`src/rtl/div_pkg.sv`:
```
// Shared definitions for the integer divide unit.
// Holds f3 encodings, the divide fu_sel code and the FSM state type.
package div_pkg;

    localparam logic [2:0] F3_DIV  = 3'b100;
    localparam logic [2:0] F3_DIVU = 3'b101;
    localparam logic [2:0] F3_REM  = 3'b110;
    localparam logic [2:0] F3_REMU = 3'b111;

    localparam logic [2:0] FU_DIV = 3'd2;

    typedef enum logic [1:0] {
        IDLE = 2'd0,
        CALC = 2'd1,
        DONE = 2'd2
    } div_state_t;

endpackage

```
`src/rtl/div_unit_core.sv`:
```
// Radix-2 restoring divide datapath on unsigned 32-bit magnitudes.
// Ports: clk, rst, load/step controls, dividend/divisor in, quo/rem out.
module div_core (
    input  logic        clk,
    input  logic        rst,
    input  logic        load,
    input  logic        step,
    input  logic [31:0] dividend,
    input  logic [31:0] divisor,
    output logic [31:0] quo,
    output logic [31:0] rem
);

    logic [31:0] rem_q;
    logic [31:0] quo_q;
    logic [31:0] dvs_q;
    logic [32:0] shifted;
    logic [32:0] diff;

    // 33-bit partial remainder: the stored remainder is always below the
    // divisor, so shifting in the next dividend bit needs one extra bit.
    // diff[32] set means the trial subtraction borrowed.
    assign shifted = {rem_q, quo_q[31]};
    assign diff    = shifted - {1'b0, dvs_q};

    always_ff @(posedge clk or posedge rst) begin
        if (rst) begin
            rem_q <= '0;
            quo_q <= '0;
            dvs_q <= '0;
        end else if (load) begin
            rem_q <= '0;
            quo_q <= dividend;
            dvs_q <= divisor;
        end else if (step) begin
            if (!diff[32]) begin
                rem_q <= diff[31:0];
                quo_q <= {quo_q[30:0], 1'b1};
            end else begin
                rem_q <= shifted[31:0];
                quo_q <= {quo_q[30:0], 1'b0};
            end
        end
    end

    assign quo = quo_q;
    assign rem = rem_q;

endmodule

```
`src/rtl/div_unit.sv`:
```
// Divide functional unit: FSM, sign handling, flush and result select.
// Ports: clk, rst, in_* op from RR, ready, out_* toward writeback,
// out_ready, mispredict/flush_mask. Option macro: DIV_EARLY_OUT_EN.
module div_unit
    import div_pkg::*;
(
    input  logic        clk,
    input  logic        rst,
    input  logic        in_valid,
    input  logic [31:0] in_rs1_data,
    input  logic [31:0] in_rs2_data,
    input  logic [2:0]  in_f3,
    input  logic [6:0]  in_rd,
    input  logic [2:0]  in_rob_idx,
    output logic        ready,
    output logic        out_valid,
    output logic [31:0] out_data,
    output logic [6:0]  out_rd,
    output logic [2:0]  out_rob_idx,
    input  logic        out_ready,
    input  logic        mispredict,
    input  logic [7:0]  flush_mask
);

    div_state_t  state;
    logic [4:0]  cnt;
    logic [31:0] a_mag;
    logic        neg_q;
    logic        neg_r;
    logic        is_rem;
    logic        div0;
    logic        ovf;
    logic [6:0]  rd_q;
    logic [2:0]  rob_q;

    logic        in_signed;
    logic        in_rem;
    logic        in_div0;
    logic        in_ovf;
    logic [31:0] in_a_mag;
    logic [31:0] in_b_mag;
    logic        early;
    logic        accept;
    logic        kill;
    logic [31:0] core_quo;
    logic [31:0] core_rem;
    logic [31:0] rs1_val;
    logic [31:0] q_res;
    logic [31:0] r_res;

    assign in_signed = (in_f3 == F3_DIV) || (in_f3 == F3_REM);
    assign in_rem    = (in_f3 == F3_REM) || (in_f3 == F3_REMU);
    assign in_a_mag  = (in_signed && in_rs1_data[31]) ? -in_rs1_data : in_rs1_data;
    assign in_b_mag  = (in_signed && in_rs2_data[31]) ? -in_rs2_data : in_rs2_data;
    assign in_div0   = (in_rs2_data == '0);
    assign in_ovf    = in_signed
                    && (in_rs1_data == 32'h8000_0000)
                    && (in_rs2_data == 32'hFFFF_FFFF);

`ifdef DIV_EARLY_OUT_EN
    logic small;
    logic in_small;
    assign in_small = (in_a_mag < in_b_mag);
    assign early    = in_div0 || in_ovf || in_small;
`else
    assign early = 1'b0;
`endif

    assign ready  = (state == IDLE);
    assign accept = in_valid && ready && !(mispredict && flush_mask[in_rob_idx]);
    assign kill   = mispredict && flush_mask[rob_q];

    div_core u_core (
        .clk      (clk),
        .rst      (rst),
        .load     (accept),
        .step     (state == CALC),
        .dividend (in_a_mag),
        .divisor  (in_b_mag),
        .quo      (core_quo),
        .rem      (core_rem)
    );

    always_ff @(posedge clk or posedge rst) begin
        if (rst) begin
            state  <= IDLE;
            cnt    <= '0;
            a_mag  <= '0;
            neg_q  <= 1'b0;
            neg_r  <= 1'b0;
            is_rem <= 1'b0;
            div0   <= 1'b0;
            ovf    <= 1'b0;
            rd_q   <= '0;
            rob_q  <= '0;
`ifdef DIV_EARLY_OUT_EN
            small  <= 1'b0;
`endif
        end else begin
            unique case (state)
                IDLE: begin
                    if (accept) begin
                        a_mag  <= in_a_mag;
                        neg_q  <= in_signed && (in_rs1_data[31] ^ in_rs2_data[31]);
                        neg_r  <= in_signed && in_rs1_data[31];
                        is_rem <= in_rem;
                        div0   <= in_div0;
                        ovf    <= in_ovf;
                        rd_q   <= in_rd;
                        rob_q  <= in_rob_idx;
                        cnt    <= 5'd31;
`ifdef DIV_EARLY_OUT_EN
                        small  <= in_small;
`endif
                        state  <= early ? DONE : CALC;
                    end
                end
                CALC: begin
                    if (kill) begin
                        state <= IDLE;
                    end else if (cnt == 5'd0) begin
                        state <= DONE;
                    end else begin
                        cnt <= cnt - 5'd1;
                    end
                end
                DONE: begin
                    if (kill || out_ready) begin
                        state <= IDLE;
                    end
                end
                default: state <= IDLE;
            endcase
        end
    end

    // Original rs1 rebuilt from its magnitude; it is the remainder
    // whenever the quotient is zero or the divisor is zero.
    assign rs1_val = neg_r ? -a_mag : a_mag;

    always_comb begin
        q_res = neg_q ? -core_quo : core_quo;
        r_res = neg_r ? -core_rem : core_rem;
        if (div0) begin
            q_res = 32'hFFFF_FFFF;
            r_res = rs1_val;
        end else if (ovf) begin
            q_res = 32'h8000_0000;
            r_res = '0;
        end
`ifdef DIV_EARLY_OUT_EN
        else if (small) begin
            q_res = '0;
            r_res = rs1_val;
        end
`endif
    end

    assign out_valid   = (state == DONE);
    assign out_data    = (state == DONE) ? (is_rem ? r_res : q_res) : '0;
    assign out_rd      = rd_q;
    assign out_rob_idx = rob_q;

endmodule

```
`config.mk`:
```
export PLATFORM = sky130hd
export DESIGN_NAME = div_unit
export DESIGN_NICKNAME = d
export VERILOG_FILES = /design/src/rtl/div_pkg.sv /design/src/rtl/div_unit_core.sv /design/src/rtl/div_unit.sv
export SDC_FILE = /design/constraint.sdc
export NUM_CORES = 1
export LEC_CHECK = 0
export BUFFER_PORTS_ARGS = -buffer_cell sky130_fd_sc_hd__buf_4
export CAP_MARGIN = 20
export CORE_UTILIZATION = 35
export DETAILED_ROUTE_END_ITERATION = 8
export GPL_TIMING_DRIVEN = 0
export HOLD_SLACK_MARGIN = 0.08
export PLACE_DENSITY = 0.54
export SYNTH_ARGS = -nofsm -noshare
export SYNTH_HDL_FRONTEND = slang
export SYNTH_SLANG_ARGS = --single-unit
```
`constraint.sdc`:
```
create_clock -name clk -period 8.6 [get_ports clk]
set_clock_uncertainty 0.05 [all_clocks]
set_input_delay 0.43 -clock clk [delete_from_list [all_inputs] [get_ports clk]]
set_output_delay 0.43 -clock clk [all_outputs]
set_load 0.005 [all_outputs]
```
==> summary.md <==
| Metric | Value |
|---|---|
| Run status | `finished clean` |
| Die extent in x | `187 um` |
| Final net count | `1777` |
| Routability congestion estimate | `0.972` |
| Count of distinct cell types in the synthesized netlist | `69` |
| Sum of buffers and inverters on the critical path | `3` |
| Clk sinks | `150` |
| Max-slew headroom at the worst pin | `0.382` |
| Postcts setup bufs | `0` |
| Worst reg2reg path startpoint | `u_core.rem[4]$_DFFE_PP0P_` |
| Tot GR Track Use | `0.254` |
| Final cell utilization of the core | `0.422` |
| Wire length per cell after detailed routing | `21.2 um` |
| Starting utilization of the core area | `0.357` |
| Min-Delay Startpoint | `in_rd[2]` |
| CTS tree | `built` |
| Endpoint of the most critical register-to-register path | `u_core.rem[0]$_DFFE_PP0P_` |
| EDFF count, synth | `0` |
| Number of cells traversed by the worst register-to-register path | `11` |
| Sequential cell area in the final layout | `3750 um^2` |
| Number of search-and-repair iterations in the first detailed-routing pass | `6` |
| Kind of cell adding the most delay to the critical path | `simple AND/OR/NAND/NOR gates` |
| Floorplan Core Area | `33700 um^2` |
| Initial antenna violation count | `0` |
| Number of standard cells after synthesis | `1492` |
| Clock-pin slew on the worst setup and hold paths | `0.07 ns` |
| Final clock period utilization by the worst path | `0.527` |
| Detail-routed via count per cell | `5.78` |
| Static Leak | `5.91 nW` |
| Average cell area after synthesis | `8.06 um^2` |
| Detailed-placement wirelength estimate | `34800 um` |
| Synthesis Warnings | `0` |
| Max-Cap Viols | `0` |
| Library cell contributing the largest single delay on the critical path | `sky130_fd_sc_hd__or4_1` |
| Fraction of final layout cells with drive strength greater than 1 | `0.120` |
| Count of endpoints failing hold in the final timing report | `0` |
| Worst path cell trace | `or4_1 > nor4_1 > or3b_1 > buf_2 > nor3_2 > inv_1 > o41ai_1 > xnor2_1 > a221oi_1 > nor3_1 > buf_4` |
| Data required time of the worst path | `8.12 ns` |
| Tightest Pin Transition | `0.927 ns` |
| Routed vias | `12200` |
| PwrDens | `411 nW/um^2` |
| Multi-input logic area | `7720 um^2` |
| Min Clock Period, post-route | `4.53 ns` |
| Insertion delay of the later-clocked pin in the worst-skew pair | `0.45 ns` |
| Top Ports | `134` |
| Clock root buffer master | `sky130_fd_sc_hd__clkbuf_16` |
| Delay contributed by the slowest stage of the critical path | `0.64 ns` |
| Final ANT Viol Nets | `0` |
| Antenna Diode Count | `0` |
| Sequential area share after synthesis | `0.312` |
| Pin count of the biggest net entering global routing | `105` |
| Post-detailed-routing wire length | `44600 um` |
| Count of hold buffers inserted by post-cts repair | `1` |
| Leading cell type in the layout, fill and taps excluded | `sky130_fd_sc_hd__nand2_1` |
| Setup crit end kind | `primary output` |
| Data arrival time of the critical path | `4.05 ns` |
| Remaining Overflow, GRT | `0` |
| Clock buffers created by TritonCTS | `17` |
| Final-report max-slew violation count | `0` |
| Drt drc | `0` |
| Crit path setup slack, layout | `4.07 ns` |
| Total Negative Setup Slacks | `0 ns` |
| Post-Syn Nets | `1623` |
| Growth of design area from synthesis to finish | `18.4%` |
| Max rail drop VDD | `196 uV` |
| Destination of the worst hold path | `out_rd[2]$_DFFE_PP0P_` |
| Commonest cells after routing, fill and taps aside | `194 x sky130_fd_sc_hd__nand2_1, 150 x sky130_fd_sc_hd__dfrtp_1, 133 x sky130_fd_sc_hd__buf_4` |
| Startpoint Class | `flip-flop` |
| Crit path kind | `flip-flop to primary output` |
| Hold WC Path Type | `input pin to flip-flop` |
| CP max FO | `8` |
| Crit. path cell count | `11` |
| Vias in the first global route | `11600` |
| Initial detailed-routing violation count | `1163` |
| Number of failing setup endpoints in the final timing report | `0` |
| Reg-to-reg slack, setup | `4.41 ns` |
| Die Y-Extent | `187 um` |
| Full die area | `35100 um^2` |
| Post-synthesis register bit count | `150` |
| Wire length of the first global-routing pass | `68600 um` |
| Setup WS pre-CTS | `4.48 ns` |
| Synth Flop Type | `sky130_fd_sc_hd__dfrtp_1` |
| Achievable frequency | `221 MHz` |
| Cell depth of the worst hold path | `3` |
| Number of buffers on the longest clock path | `2` |
| CTS-repair resized insts | `0` |
| Summed instance area of the synthesized netlist | `12000 um^2` |
| Filler cells | `3516` |
| Row count | `67` |
| IO Port Bufs | `133` |
| H-tree depth | `4` |
| Async S/R FF share, synth | `1.00` |
| RSZ-0062 raised after global routing | `no` |
-- cells in the mapped netlist, drive strengths merged (3+ instances only) --
library cell	number	share of area
and3	16	0.0083
o31ai	44	0.029
and2	5	0.0026
xor2	63	0.046
o41ai	21	0.017
nand2b	13	0.0068
a21o	37	0.023
mux4	5	0.0094
a211oi	3	0.0019
ha	40	0.042
nor2	111	0.035
a21oi	125	0.052
nand2	194	0.061
a21boi	4	0.0025
or2	9	0.0047
nor2b	11	0.0059
or3	27	0.015
nand3	24	0.010
nor4	14	0.0073
a31oi	8	0.0042
buf	6	0.0021
nand4	14	0.0073
o22ai	6	0.0031
dfrtp	150	0.31
a221oi	8	0.0058
mux2i	5	0.0042
inv	61	0.019
clkbuf	76	0.024
or4	22	0.015
xnor2	107	0.078
nor3	35	0.015
o211ai	42	0.026
o21ai	109	0.045
o311ai	4	0.0029
nand4bb	3	0.0028
a221o	32	0.027
o21a	7	0.0044
-- logic make-up (layout without fill, tap and decap cells) --
| group | Yosys count | count (layout) | share of synthesized area |
|---|---|---|---|
| XOR/XNOR | 170 | 170 | 0.124 |
| AO/OA/AOI/OAI | 469 | 469 | 0.258 |
| flip-flops | 150 | 150 | 0.312 |
| adder cells (fa/ha/maj) | 41 | 41 | 0.0433 |
| multiplexers | 12 | 12 | 0.0154 |
| buffers and inverters | 145 | 311 | 0.0455 |
| AND/OR/NAND/NOR | 505 | 505 | 0.202 |
-- stage by stage --
stage	std cells	power (mW)	instance area, um^2	hold WS, ns
final	2106	5.85	14200	0.118
after global routing	2106	6.26	14200	0.123
after CTS	2106	5.79	14200	0.109
after detailed placement	2074	4.98	13600	0.408
after global placement	2073	4.95	13600	0.412
after floorplan	1492	3.85	12000	0.400
-- cell type report --
cell class / count / area share
multi-input cells: 1197 / 0.543
repair buffers: 135 / 0.0728
clock inverters: 11 / 0.0105
well taps: 448 / 0.0394
inverters: 63 / 0.0171
clock buffers: 20 / 0.0321
flip-flops and latches: 150 / 0.264
plain buffers: 82 / 0.0218
-- registers in the layout, summed over array words and instances (netlist names) --
signal        cells
is_rem            1
cnt               5
a_mag            32
div0              1
out_rob_idx       3
out_rd            7
u_core.rem       32
neg_r             1
state             2
ovf               1
neg_q             1
u_core.quo       32
u_core.dvs_q     32
-- routing by layer --
metal / track usage / up-vias / routed length (um)
met3: 0.0400 / 56 / 3190
met5: 0 / - / 0
met4: 0.0747 / 0 / 918
li1: - / 5725 / -
met1: 0.367 / 5919 / 21000
met2: 0.386 / 472 / 19400
-- where the power goes --
part,leakage [nW],switching [mW],internal (mW),total [mW]
Clock,0.281,0.322,0.470,0.793
Sequential,1.84,0.480,1.04,1.52
Combinational,3.79,2.14,1.39,3.54
Total,5.91,2.94,2.90,5.85
-- worst register-to-register path, stage by stage, from the launching register on --
cell and delay [ns]:
sky130_fd_sc_hd__dfrtp_1 0.47, sky130_fd_sc_hd__ha_1 0.40, sky130_fd_sc_hd__a21o_1 0.25, sky130_fd_sc_hd__or3_1 0.34, sky130_fd_sc_hd__o21a_1 0.23, sky130_fd_sc_hd__a21o_1 0.23, sky130_fd_sc_hd__a21o_1 0.23, sky130_fd_sc_hd__a21oi_1 0.28
sky130_fd_sc_hd__mux2i_1 0.44, sky130_fd_sc_hd__nand2_1 0.39, sky130_fd_sc_hd__clkbuf_1 0.39, sky130_fd_sc_hd__o311ai_0 0.38
-- worst max-delay path by stage --
stage / end / start / slack (ns)
after floorplan: a_mag[0]$_DFFE_PP0P_ / rst / 4.08
final: out_data[29] / u_core.rem[6]$_DFFE_PP0P_ / 4.07
after detailed placement: u_core.rem[0]$_DFFE_PP0P_ / u_core.rem[4]$_DFFE_PP0P_ / 4.48
after global placement: out_rd[3]$_DFFE_PP0P_ / rst / 1.92
after CTS: out_data[29] / u_core.rem[6]$_DFFE_PP0P_ / 4.08
after global routing: out_data[29] / u_core.rem[6]$_DFFE_PP0P_ / 3.88
(Power assumes the default switching activity.)
